--- src/rtl/d_phy_clock_lane_tx_pkg.sv ---
// Shared types and default timing for the D-PHY transmit clock lane.
// All durations are in hs_clk cycles (1 cycle = 1 UI).
package d_phy_clock_lane_tx_pkg;

   localparam int WORD_DIV_DEF      = 8;
   localparam int ESC_DIV_DEF       = 16;
   localparam int T_INIT_DEF        = 64;
   localparam int T_LPX_DEF         = 16;
   localparam int T_CLK_PREPARE_DEF = 16;
   localparam int T_CLK_ZERO_DEF    = 64;
   localparam int T_CLK_PRE_DEF     = 8;
   localparam int T_CLK_POST_DEF    = 64;
   localparam int T_CLK_TRAIL_DEF   = 16;
   localparam int T_HS_EXIT_DEF     = 32;
   localparam int T_WAKEUP_DEF      = 256;

   localparam int CNT_W = 16;

   typedef enum logic [3:0] {
      ST_INIT,
      ST_STOP,
      ST_HS_RQST,
      ST_PREPARE,
      ST_HS_ZERO,
      ST_CLK_PRE,
      ST_RUN,
      ST_CLK_POST,
      ST_TRAIL,
      ST_HS_EXIT,
      ST_ULPS_RQST,
      ST_ULPS,
      ST_ULPS_EXIT
   } clk_state_t;

   typedef struct packed {
      logic dp;
      logic dn;
      logic hs_en;
   } line_t;

   function automatic logic is_toggling(clk_state_t s);
      return (s == ST_CLK_PRE) || (s == ST_RUN) || (s == ST_CLK_POST);
   endfunction

   // Static line levels; toggling states are handled by the caller.
   function automatic line_t static_line(clk_state_t s);
      line_t l;
      l = '{dp: 1'b1, dn: 1'b1, hs_en: 1'b0};
      case (s)
         ST_HS_RQST:   l = '{dp: 1'b0, dn: 1'b1, hs_en: 1'b0};
         ST_PREPARE:   l = '{dp: 1'b0, dn: 1'b0, hs_en: 1'b0};
         ST_HS_ZERO:   l = '{dp: 1'b0, dn: 1'b1, hs_en: 1'b1};
         ST_TRAIL:     l = '{dp: 1'b0, dn: 1'b1, hs_en: 1'b1};
         ST_ULPS_RQST: l = '{dp: 1'b1, dn: 1'b0, hs_en: 1'b0};
         ST_ULPS:      l = '{dp: 1'b0, dn: 1'b0, hs_en: 1'b0};
         ST_ULPS_EXIT: l = '{dp: 1'b1, dn: 1'b0, hs_en: 1'b0};
         default:      l = '{dp: 1'b1, dn: 1'b1, hs_en: 1'b0};
      endcase
      return l;
   endfunction

endpackage

--- src/rtl/d_phy_clock_lane_tx_if.sv ---
// PPI bundle between the clock-lane master and its users.
// mcnn/slave are the lane side, master is the controller side.
interface d_phy_full_ppi_if;

   logic enable;
   logic tx_request_hs;
   logic tx_hs_idle_clk_hs;
   logic tx_ulps_clk;
   logic tx_ulps_exit;
   logic tx_word_clk_hs;
   logic esc_tx_clk;
   logic tx_ready_hs;
   logic stopstate;
   logic line_dp;
   logic line_dn;
   logic line_hs_en;

   modport mcnn (
      input  enable, tx_request_hs, tx_hs_idle_clk_hs,
      input  tx_ulps_clk, tx_ulps_exit,
      output tx_word_clk_hs, esc_tx_clk, tx_ready_hs,
      output stopstate, line_dp, line_dn, line_hs_en
   );

   modport slave (
      input  enable, tx_request_hs, tx_hs_idle_clk_hs,
      input  tx_ulps_clk, tx_ulps_exit,
      output tx_word_clk_hs, esc_tx_clk, tx_ready_hs,
      output stopstate, line_dp, line_dn, line_hs_en
   );

   modport master (
      output enable, tx_request_hs, tx_hs_idle_clk_hs,
      output tx_ulps_clk, tx_ulps_exit,
      input  tx_word_clk_hs, esc_tx_clk, tx_ready_hs,
      input  stopstate, line_dp, line_dn, line_hs_en
   );

endinterface

--- src/rtl/d_phy_clock_lane_tx_clk_gen.sv ---
// Word and escape clock dividers derived from the HS bit clock.
// wrap marks the cycle whose following edge is a word boundary.
module d_phy_clk_gen #(
   parameter int WORD_DIV = 8,
   parameter int ESC_DIV  = 16
) (
   input  logic hs_clk,
   input  logic rst_n,
   output logic word_clk,
   output logic esc_clk,
   output logic wrap
);

   localparam int WCW = (WORD_DIV > 2) ? $clog2(WORD_DIV) : 1;
   localparam int EHALF = ESC_DIV / 2;
   localparam int ECW = (EHALF > 1) ? $clog2(EHALF) : 1;

   localparam logic [WCW-1:0] W_HALF = WCW'(WORD_DIV / 2);
   localparam logic [WCW-1:0] W_LAST = WCW'(WORD_DIV - 1);
   localparam logic [ECW-1:0] E_LAST = ECW'(EHALF - 1);

   logic [WCW-1:0] wcnt_q;
   logic [WCW-1:0] wcnt_d;
   logic [ECW-1:0] ecnt_q;

   assign wcnt_d = (wcnt_q == W_LAST) ? '0 : wcnt_q + 1'b1;
   assign wrap   = (wcnt_q == W_LAST);

   // Starting at WORD_DIV/2 puts the first rising edge half a word out.
   always_ff @(posedge hs_clk or negedge rst_n) begin
      if (!rst_n) begin
         wcnt_q   <= W_HALF;
         word_clk <= 1'b0;
      end else begin
         wcnt_q   <= wcnt_d;
         word_clk <= (wcnt_d < W_HALF);
      end
   end

   always_ff @(posedge hs_clk or negedge rst_n) begin
      if (!rst_n) begin
         ecnt_q  <= '0;
         esc_clk <= 1'b0;
      end else if (ecnt_q == E_LAST) begin
         ecnt_q  <= '0;
         esc_clk <= ~esc_clk;
      end else begin
         ecnt_q  <= ecnt_q + 1'b1;
      end
   end

endmodule

--- src/rtl/d_phy_clock_lane_tx.sv ---
// D-PHY transmit clock-lane master: state machine and line drivers.
// Outputs are registered from the current state, one cycle behind it.
module d_phy_clock_lane_tx
   import d_phy_clock_lane_tx_pkg::*;
#(
   parameter int WORD_DIV      = WORD_DIV_DEF,
   parameter int ESC_DIV       = ESC_DIV_DEF,
   parameter int T_INIT        = T_INIT_DEF,
   parameter int T_LPX         = T_LPX_DEF,
   parameter int T_CLK_PREPARE = T_CLK_PREPARE_DEF,
   parameter int T_CLK_ZERO    = T_CLK_ZERO_DEF,
   parameter int T_CLK_PRE     = T_CLK_PRE_DEF,
   parameter int T_CLK_POST    = T_CLK_POST_DEF,
   parameter int T_CLK_TRAIL   = T_CLK_TRAIL_DEF,
   parameter int T_HS_EXIT     = T_HS_EXIT_DEF,
   parameter int T_WAKEUP      = T_WAKEUP_DEF
) (
   input logic hs_clk,
   input logic rst_n,
   d_phy_full_ppi_if.mcnn ppi
);

   clk_state_t state_q;
   clk_state_t state_d;
   logic [CNT_W-1:0] cnt_q;
   logic [CNT_W-1:0] cnt_d;
   logic done;
   logic wrap;
   logic word_clk;
   logic esc_clk;
   logic ready_q;
   logic stop_q;
   logic tog_q;
   line_t line_q;

   d_phy_clk_gen #(
      .WORD_DIV (WORD_DIV),
      .ESC_DIV  (ESC_DIV)
   ) u_clk_gen (
      .hs_clk   (hs_clk),
      .rst_n    (rst_n),
      .word_clk (word_clk),
      .esc_clk  (esc_clk),
      .wrap     (wrap)
   );

   function automatic logic [CNT_W-1:0] reload(clk_state_t s);
      logic [CNT_W-1:0] v;
      v = '0;
      case (s)
         ST_INIT:      v = CNT_W'(T_INIT - 1);
         ST_HS_RQST:   v = CNT_W'(T_LPX - 1);
         ST_PREPARE:   v = CNT_W'(T_CLK_PREPARE - 1);
         ST_HS_ZERO:   v = CNT_W'(T_CLK_ZERO - 1);
         ST_CLK_PRE:   v = CNT_W'(T_CLK_PRE - 1);
         ST_CLK_POST:  v = CNT_W'(T_CLK_POST - 1);
         ST_TRAIL:     v = CNT_W'(T_CLK_TRAIL - 1);
         ST_HS_EXIT:   v = CNT_W'(T_HS_EXIT - 1);
         ST_ULPS_RQST: v = CNT_W'(T_LPX - 1);
         ST_ULPS_EXIT: v = CNT_W'(T_WAKEUP - 1);
         default:      v = '0;
      endcase
      return v;
   endfunction

   assign done = (cnt_q == '0);

   always_ff @(posedge hs_clk or negedge rst_n) begin
      if (!rst_n) begin
         state_q <= ST_INIT;
         cnt_q   <= CNT_W'(T_INIT - 1);
      end else begin
         state_q <= state_d;
         cnt_q   <= cnt_d;
      end
   end

   always_comb begin
      state_d = state_q;
      cnt_d   = done ? '0 : cnt_q - 1'b1;
      if (!ppi.enable) begin
         state_d = ST_INIT;
      end else begin
         unique case (state_q)
            ST_INIT:      if (done) state_d = ST_STOP;
            ST_STOP: begin
               if (ppi.tx_request_hs)    state_d = ST_HS_RQST;
               else if (ppi.tx_ulps_clk) state_d = ST_ULPS_RQST;
            end
            ST_HS_RQST:   if (done) state_d = ST_PREPARE;
            ST_PREPARE:   if (done) state_d = ST_HS_ZERO;
            ST_HS_ZERO:   if (done) state_d = ST_CLK_PRE;
            ST_CLK_PRE: begin
               if (done)
                  state_d = ppi.tx_request_hs ? ST_RUN : ST_CLK_POST;
            end
            ST_RUN: begin
               if (!ppi.tx_request_hs && !ppi.tx_hs_idle_clk_hs)
                  state_d = ST_CLK_POST;
            end
            ST_CLK_POST:  if (done) state_d = ST_TRAIL;
            ST_TRAIL:     if (done) state_d = ST_HS_EXIT;
            ST_HS_EXIT:   if (done) state_d = ST_STOP;
            ST_ULPS_RQST: if (done) state_d = ST_ULPS;
            ST_ULPS:      if (ppi.tx_ulps_exit) state_d = ST_ULPS_EXIT;
            ST_ULPS_EXIT: begin
               if (done && !ppi.tx_ulps_exit) state_d = ST_STOP;
            end
            default:      state_d = ST_INIT;
         endcase
      end
      // Holding enable low keeps INIT's count reloaded.
      if (state_d != state_q || !ppi.enable)
         cnt_d = reload(state_d);
   end

   always_ff @(posedge hs_clk or negedge rst_n) begin
      if (!rst_n) begin
         line_q  <= '{dp: 1'b1, dn: 1'b1, hs_en: 1'b0};
         tog_q   <= 1'b0;
         stop_q  <= 1'b0;
         ready_q <= 1'b0;
      end else if (!ppi.enable) begin
         line_q  <= '{dp: 1'b1, dn: 1'b1, hs_en: 1'b0};
         tog_q   <= 1'b0;
         stop_q  <= 1'b0;
         ready_q <= 1'b0;
      end else begin
         stop_q <= (state_q == ST_STOP);
         if (wrap)
            ready_q <= (state_q == ST_RUN) && ppi.tx_request_hs;
         if (is_toggling(state_q)) begin
            tog_q        <= 1'b1;
            line_q.hs_en <= 1'b1;
            line_q.dp    <= tog_q ? ~line_q.dp : 1'b1;
            line_q.dn    <= tog_q ? line_q.dp : 1'b0;
         end else begin
            tog_q  <= 1'b0;
            line_q <= static_line(state_q);
         end
      end
   end

   assign ppi.tx_word_clk_hs = word_clk;
   assign ppi.esc_tx_clk     = esc_clk;
   assign ppi.tx_ready_hs    = ready_q;
   assign ppi.stopstate      = stop_q;
   assign ppi.line_dp        = line_q.dp;
   assign ppi.line_dn        = line_q.dn;
   assign ppi.line_hs_en     = line_q.hs_en;

endmodule

--- src/flat_wrapper.sv ---
// flat-port wrapper written by rule: the top's interface ports become plain ports
module d_phy_clock_lane_tx_flat import d_phy_clock_lane_tx_pkg::*;
#(
   parameter int WORD_DIV      = WORD_DIV_DEF,
   parameter int ESC_DIV       = ESC_DIV_DEF,
   parameter int T_INIT        = T_INIT_DEF,
   parameter int T_LPX         = T_LPX_DEF,
   parameter int T_CLK_PREPARE = T_CLK_PREPARE_DEF,
   parameter int T_CLK_ZERO    = T_CLK_ZERO_DEF,
   parameter int T_CLK_PRE     = T_CLK_PRE_DEF,
   parameter int T_CLK_POST    = T_CLK_POST_DEF,
   parameter int T_CLK_TRAIL   = T_CLK_TRAIL_DEF,
   parameter int T_HS_EXIT     = T_HS_EXIT_DEF,
   parameter int T_WAKEUP      = T_WAKEUP_DEF
)
  (hs_clk, rst_n, ppi_enable, ppi_tx_request_hs, ppi_tx_hs_idle_clk_hs, ppi_tx_ulps_clk, ppi_tx_ulps_exit, ppi_tx_word_clk_hs, ppi_esc_tx_clk, ppi_tx_ready_hs, ppi_stopstate, ppi_line_dp, ppi_line_dn, ppi_line_hs_en);
  d_phy_full_ppi_if ppi_i ();
  input logic hs_clk;
  input logic rst_n;
  input wire logic [$bits(ppi_i.enable)-1:0] ppi_enable;
  input wire logic [$bits(ppi_i.tx_request_hs)-1:0] ppi_tx_request_hs;
  input wire logic [$bits(ppi_i.tx_hs_idle_clk_hs)-1:0] ppi_tx_hs_idle_clk_hs;
  input wire logic [$bits(ppi_i.tx_ulps_clk)-1:0] ppi_tx_ulps_clk;
  input wire logic [$bits(ppi_i.tx_ulps_exit)-1:0] ppi_tx_ulps_exit;
  output wire logic [$bits(ppi_i.tx_word_clk_hs)-1:0] ppi_tx_word_clk_hs;
  output wire logic [$bits(ppi_i.esc_tx_clk)-1:0] ppi_esc_tx_clk;
  output wire logic [$bits(ppi_i.tx_ready_hs)-1:0] ppi_tx_ready_hs;
  output wire logic [$bits(ppi_i.stopstate)-1:0] ppi_stopstate;
  output wire logic [$bits(ppi_i.line_dp)-1:0] ppi_line_dp;
  output wire logic [$bits(ppi_i.line_dn)-1:0] ppi_line_dn;
  output wire logic [$bits(ppi_i.line_hs_en)-1:0] ppi_line_hs_en;
  assign ppi_i.enable = ppi_enable;
  assign ppi_i.tx_request_hs = ppi_tx_request_hs;
  assign ppi_i.tx_hs_idle_clk_hs = ppi_tx_hs_idle_clk_hs;
  assign ppi_i.tx_ulps_clk = ppi_tx_ulps_clk;
  assign ppi_i.tx_ulps_exit = ppi_tx_ulps_exit;
  assign ppi_tx_word_clk_hs = ppi_i.tx_word_clk_hs;
  assign ppi_esc_tx_clk = ppi_i.esc_tx_clk;
  assign ppi_tx_ready_hs = ppi_i.tx_ready_hs;
  assign ppi_stopstate = ppi_i.stopstate;
  assign ppi_line_dp = ppi_i.line_dp;
  assign ppi_line_dn = ppi_i.line_dn;
  assign ppi_line_hs_en = ppi_i.line_hs_en;
  d_phy_clock_lane_tx #(.WORD_DIV(WORD_DIV), .ESC_DIV(ESC_DIV), .T_INIT(T_INIT), .T_LPX(T_LPX), .T_CLK_PREPARE(T_CLK_PREPARE), .T_CLK_ZERO(T_CLK_ZERO), .T_CLK_PRE(T_CLK_PRE), .T_CLK_POST(T_CLK_POST), .T_CLK_TRAIL(T_CLK_TRAIL), .T_HS_EXIT(T_HS_EXIT), .T_WAKEUP(T_WAKEUP)) u_core (.hs_clk(hs_clk), .rst_n(rst_n), .ppi(ppi_i));
endmodule
--- config.mk ---
export PLATFORM = sky130hd
export DESIGN_NAME = d_phy_clock_lane_tx_flat
export DESIGN_NICKNAME = d
export VERILOG_FILES = /design/src/rtl/d_phy_clock_lane_tx_pkg.sv /design/src/rtl/d_phy_clock_lane_tx_if.sv /design/src/rtl/d_phy_clock_lane_tx_clk_gen.sv /design/src/rtl/d_phy_clock_lane_tx.sv /design/src/flat_wrapper.sv
export SDC_FILE = /design/constraint.sdc
export NUM_CORES = 1
export LEC_CHECK = 0
export ABC_AREA = 1
export CAP_MARGIN = 5
export CORE_MARGIN = 2
export CORE_UTILIZATION = 35
export DETAILED_ROUTE_END_ITERATION = 6
export GPL_TIMING_DRIVEN = 1
export HOLD_SLACK_MARGIN = 0.15
export SYNTH_ARGS = -nofsm -noshare
export SYNTH_HDL_FRONTEND = slang
export SYNTH_SLANG_ARGS = --single-unit
export TNS_END_PERCENT = 50
--- constraint.sdc ---
create_clock -name hs_clk -period 2.46 [get_ports hs_clk]
set_input_delay 0.492 -clock hs_clk [delete_from_list [all_inputs] [get_ports hs_clk]]
set_output_delay 0.492 -clock hs_clk [all_outputs]
set_load 0.1 [all_outputs]
==> results.md, run 1 <==
* DPL Wire Length at 3420 microns
* Row Count at 29
* Seq cells post-synth at 34
* CTS root buf: clkbuf_8
* Static leakage at 0.00132 uW
* Status: complete, no violations
* Fin area at 2590 sq um
* First-pass GRT wire length at slightly above 8000 microns
* Total Wirelength at 4490 microns
* Core outline area at 6280 sq um
* WL/cell at around 12 microns
* Clk_lat worst skew at between 200 and 300 ps
* WS Path Type: flop to flop
* Hold path endpoint: u_core.u_clk_gen.wcnt_q[0]
* Mean Syn Cell Area at a little under 8 sq um
* Slew Limit Fails at 0
* Reg2Reg Capture Point: u_core.cnt_q[3]
* Crit start category: flop
* Cts bufs inserted at 5
* Mux cell area share after synthesis at 0%
* Die W at about 84 microns
* Die area at 7100 sq um
* Clock Skews at about 5.5 ps
* DIE HEIGHT at 84.3 microns
* Worst hold start: u_core.u_clk_gen.wcnt_q[0]
* Max-cap viol count at 0
* WHS at 427 ps
* Simple-gate share of the synthesized area at 39.0%
* First-pass DRT Iterations at 4
* Reg2Reg Depth at 16
* Fmax achieved at approximately 450 MHz
* Area occupied by multi-input gates at ~1200 sq um
* Worst IR Drop VDD at 0.000278 V
* Ranking of synthesized cells by area: dfrtp_1 28%, nand2_1 12%, dfstp_2 10%
* I/O Buffers at 13
* Vias in the first global route at roughly 1,800
* Initial drt markers at about 130
* Final Wtd Congestion at 0.840
* Syn Nets at slightly above 300
* Placed Area at 2490 sq um
* Worst Max-Slew Pin Slew at 432 ps
* Seq pwr share at 42.5%
* Top cell type by total area after synthesis: dfrtp_1
* Cells after DPL at 380
* GR Overflow Total at 0
* Mapped Cells at about 290
* Main combinational cell family by area after synthesis: simple AND/OR/NAND/NOR gates
* Fillers at 649
* Post-route ant nets at 0
* CTS Hold Bufs at 0
* Final setup violation count at 0
* WHS Path Cells at 1
* Slew margin rel. at 71.2%
* Reg-to-reg critical path startpoint: u_core.cnt_q[0]
* Layout cells sized above 1 at 24.1%
* Layout net count at approximately 330
* H-tree levels at 2
* Total number of clock tree sinks at 34
* CP Capture Type: flop
* Non-Filler Instances at 388
* Drt drc at 0
* Post-Synth XOR/XNOR Area at 3.88%
* Power share of the clock group at 25.7%
* Hold Crit Class: flop to flop
* Power share of the combinational group at 31.8%
* Final Hold Vio Count at 0
* Area share of the largest cell type after synthesis at between 20% and 30%
* Crit path required time at ~2700 ps
* Post-synth top flop: dfrtp_1
* Synth Warn # at 0
* Distinct cell type count after synthesis at 34
* TNS Setup at 0 ps
* CTS tree: built
* Sw Pwr at 602 uW
* # diodes at 0
* Largest net degree at the start of global routing at 35
* Compound-Gate Fraction of Synth Area at 6.60%
* Number of synthesized flops with an enable pin at 0
* Register Area at 862 sq um
* Post-layout util at around 40%
* Top-count cell post-synth: nand2_1
* RSZ-0062 raised after global routing: no
* Reg2Reg Setup Slack at 230 ps
* Final period util at slightly above 90%
* Power per cell area at ~650 nW/um^2
* Clk buf depth at 2
* Number of I/O pins at 14
* Layout area overhead at 14.7%
* Internal power at approximately 1100 uW
* Global router's overall resource usage at 13.9%
* Period minus WS final at 2230 ps
* Mapped cell area at 2250 sq um
* Crit path max fanout at 5
* Antenna violations before repair at 0
* Asr flop ratio synth at 100%
* Initial Util at 35.9%
* Adder-cell area share of the yosys netlist at 5.55%
* Register area share after synthesis at between 30% and 40%
* Sw Ratio at around 36%
* Clock-pin slew on the worst setup and hold paths at 70 ps
* Via count at 1,811
* Critical Path AT at 2450 ps
* Vias per cell at 4.67
* Post-synth top cells: 72 x nand2_1, 42 x nor2_1, 28 x inv_1
-- state kept, by name (all words and copies together), names as in the netlist --
| register | count |
|---|---|
| u_core.ppi.line_hs_en | 1 |
| u_core.u_clk_gen.esc_clk | 1 |
| u_core.u_clk_gen.word_clk | 1 |
| u_core.ppi.tx_ready_hs | 1 |
| u_core.ppi.stopstate | 1 |
| u_core.ppi.line_dp | 1 |
| u_core.state_q | 4 |
| u_core.cnt_q | 16 |
| u_core.tog_q | 1 |
| u_core.u_clk_gen.ecnt_q | 3 |
| u_core.ppi.line_dn | 1 |
| u_core.u_clk_gen.wcnt_q | 3 |
-- per-layer routing --
metal | track usage, % | wire (microns)
met1 | 17.7 | 2220
met2 | 23.3 | 2050
met3 | 2.36 | 106
met4 | 5.87 | 110
met5 | 0 | 0
-- repair_timing --
action,4_1_cts,5_1_grt
resized for setup,0,1
setup endpoints to repair,0,3
setup buffers,0,0
-- layout make-up --
type                       count  share of cell area (%)
sequential                    34                    33.3
clock buffer                   7                    3.34
inverter                      30                    4.35
timing repair buffer          22                    6.97
clock inverter                 1                   0.194
multi-input combinational    217                    48.1
tap                           77                    3.73
-- how the worst max path moves through the flow --
stage | start | end | slack (ps) | cells past startpoint
after floorplan | u_core.cnt_q[0] | u_core.cnt_q[4] | 410 | 17
after global placement | ppi_tx_ulps_exit | u_core.cnt_q[3] | 30 | 15
after detailed placement | ppi_tx_ulps_exit | u_core.cnt_q[3] | 30 | 15
after CTS | u_core.cnt_q[0] | u_core.cnt_q[3] | 190 | 16
after global routing | u_core.cnt_q[0] | u_core.cnt_q[3] | 9 | 19
final | u_core.cnt_q[0] | u_core.cnt_q[3] | 230 | 16
-- layout by cell type, fill, tap and decap left out, types with 5 or more instances in the layout --
master	count
nand2_1	72
nor3_2	7
clkbuf_8	6
a21oi_1	8
buf_4	16
dfrtp_1	25
nand2_2	11
xor2_1	7
ha_1	9
inv_1	28
nor2_1	42
o21ai_0	5
dfstp_2	9
nor2_2	6
nand3_1	16
clkdlybuf4s50_1	6
-- cells by family after synthesis --
group,count (synthesis)
AO/OA/AOI/OAI,23
AND/OR/NAND/NOR,174
XOR/XNOR,10
flip-flops,34
adder cells (fa/ha/maj),10
buffers and inverters,34
-- critical path, stage by stage (launching register included) --
cell,delay [ps]
dfstp_2,370
inv_1,70
ha_2,200
nand2_2,100
nor2_4,180
nand3_2,140
nor2_1,140
nor2_1,60
nand2_1,90
nand2_2,90
ha_1,320
nand3_1,110
nand2_1,70
nand2_1,50
nand2_1,40
o21ai_0,80
nand2_1,70
-- stage by stage --
stage | setup WS [ps] | power (uW)
floorplan | 410 | 1150
global placement | 27.9 | 1260
detailed placement | 25.1 | 1260
CTS | 186 | 1700
global route | 8.58 | 1820
finish | 226 | 1690
-- power by group through the flow --
stage	sequential (uW)	combinational [uW]	clock [uW]
6_report	716	536	434
5_1_grt	725	622	469
4_1_cts	715	538	451
3_5_place_dp	726	535	0
3_3_place_gp	726	534	0
2_1_floorplan	749	397	0
Note: power is estimated with default switching activity, not from simulation.
==> run 2, diff against run 1 <==
Settings changed: SLEW_MARGIN set to 25.
==> results of run 2 <==
Final layout, timing and power as in run 1 (identical DEF).
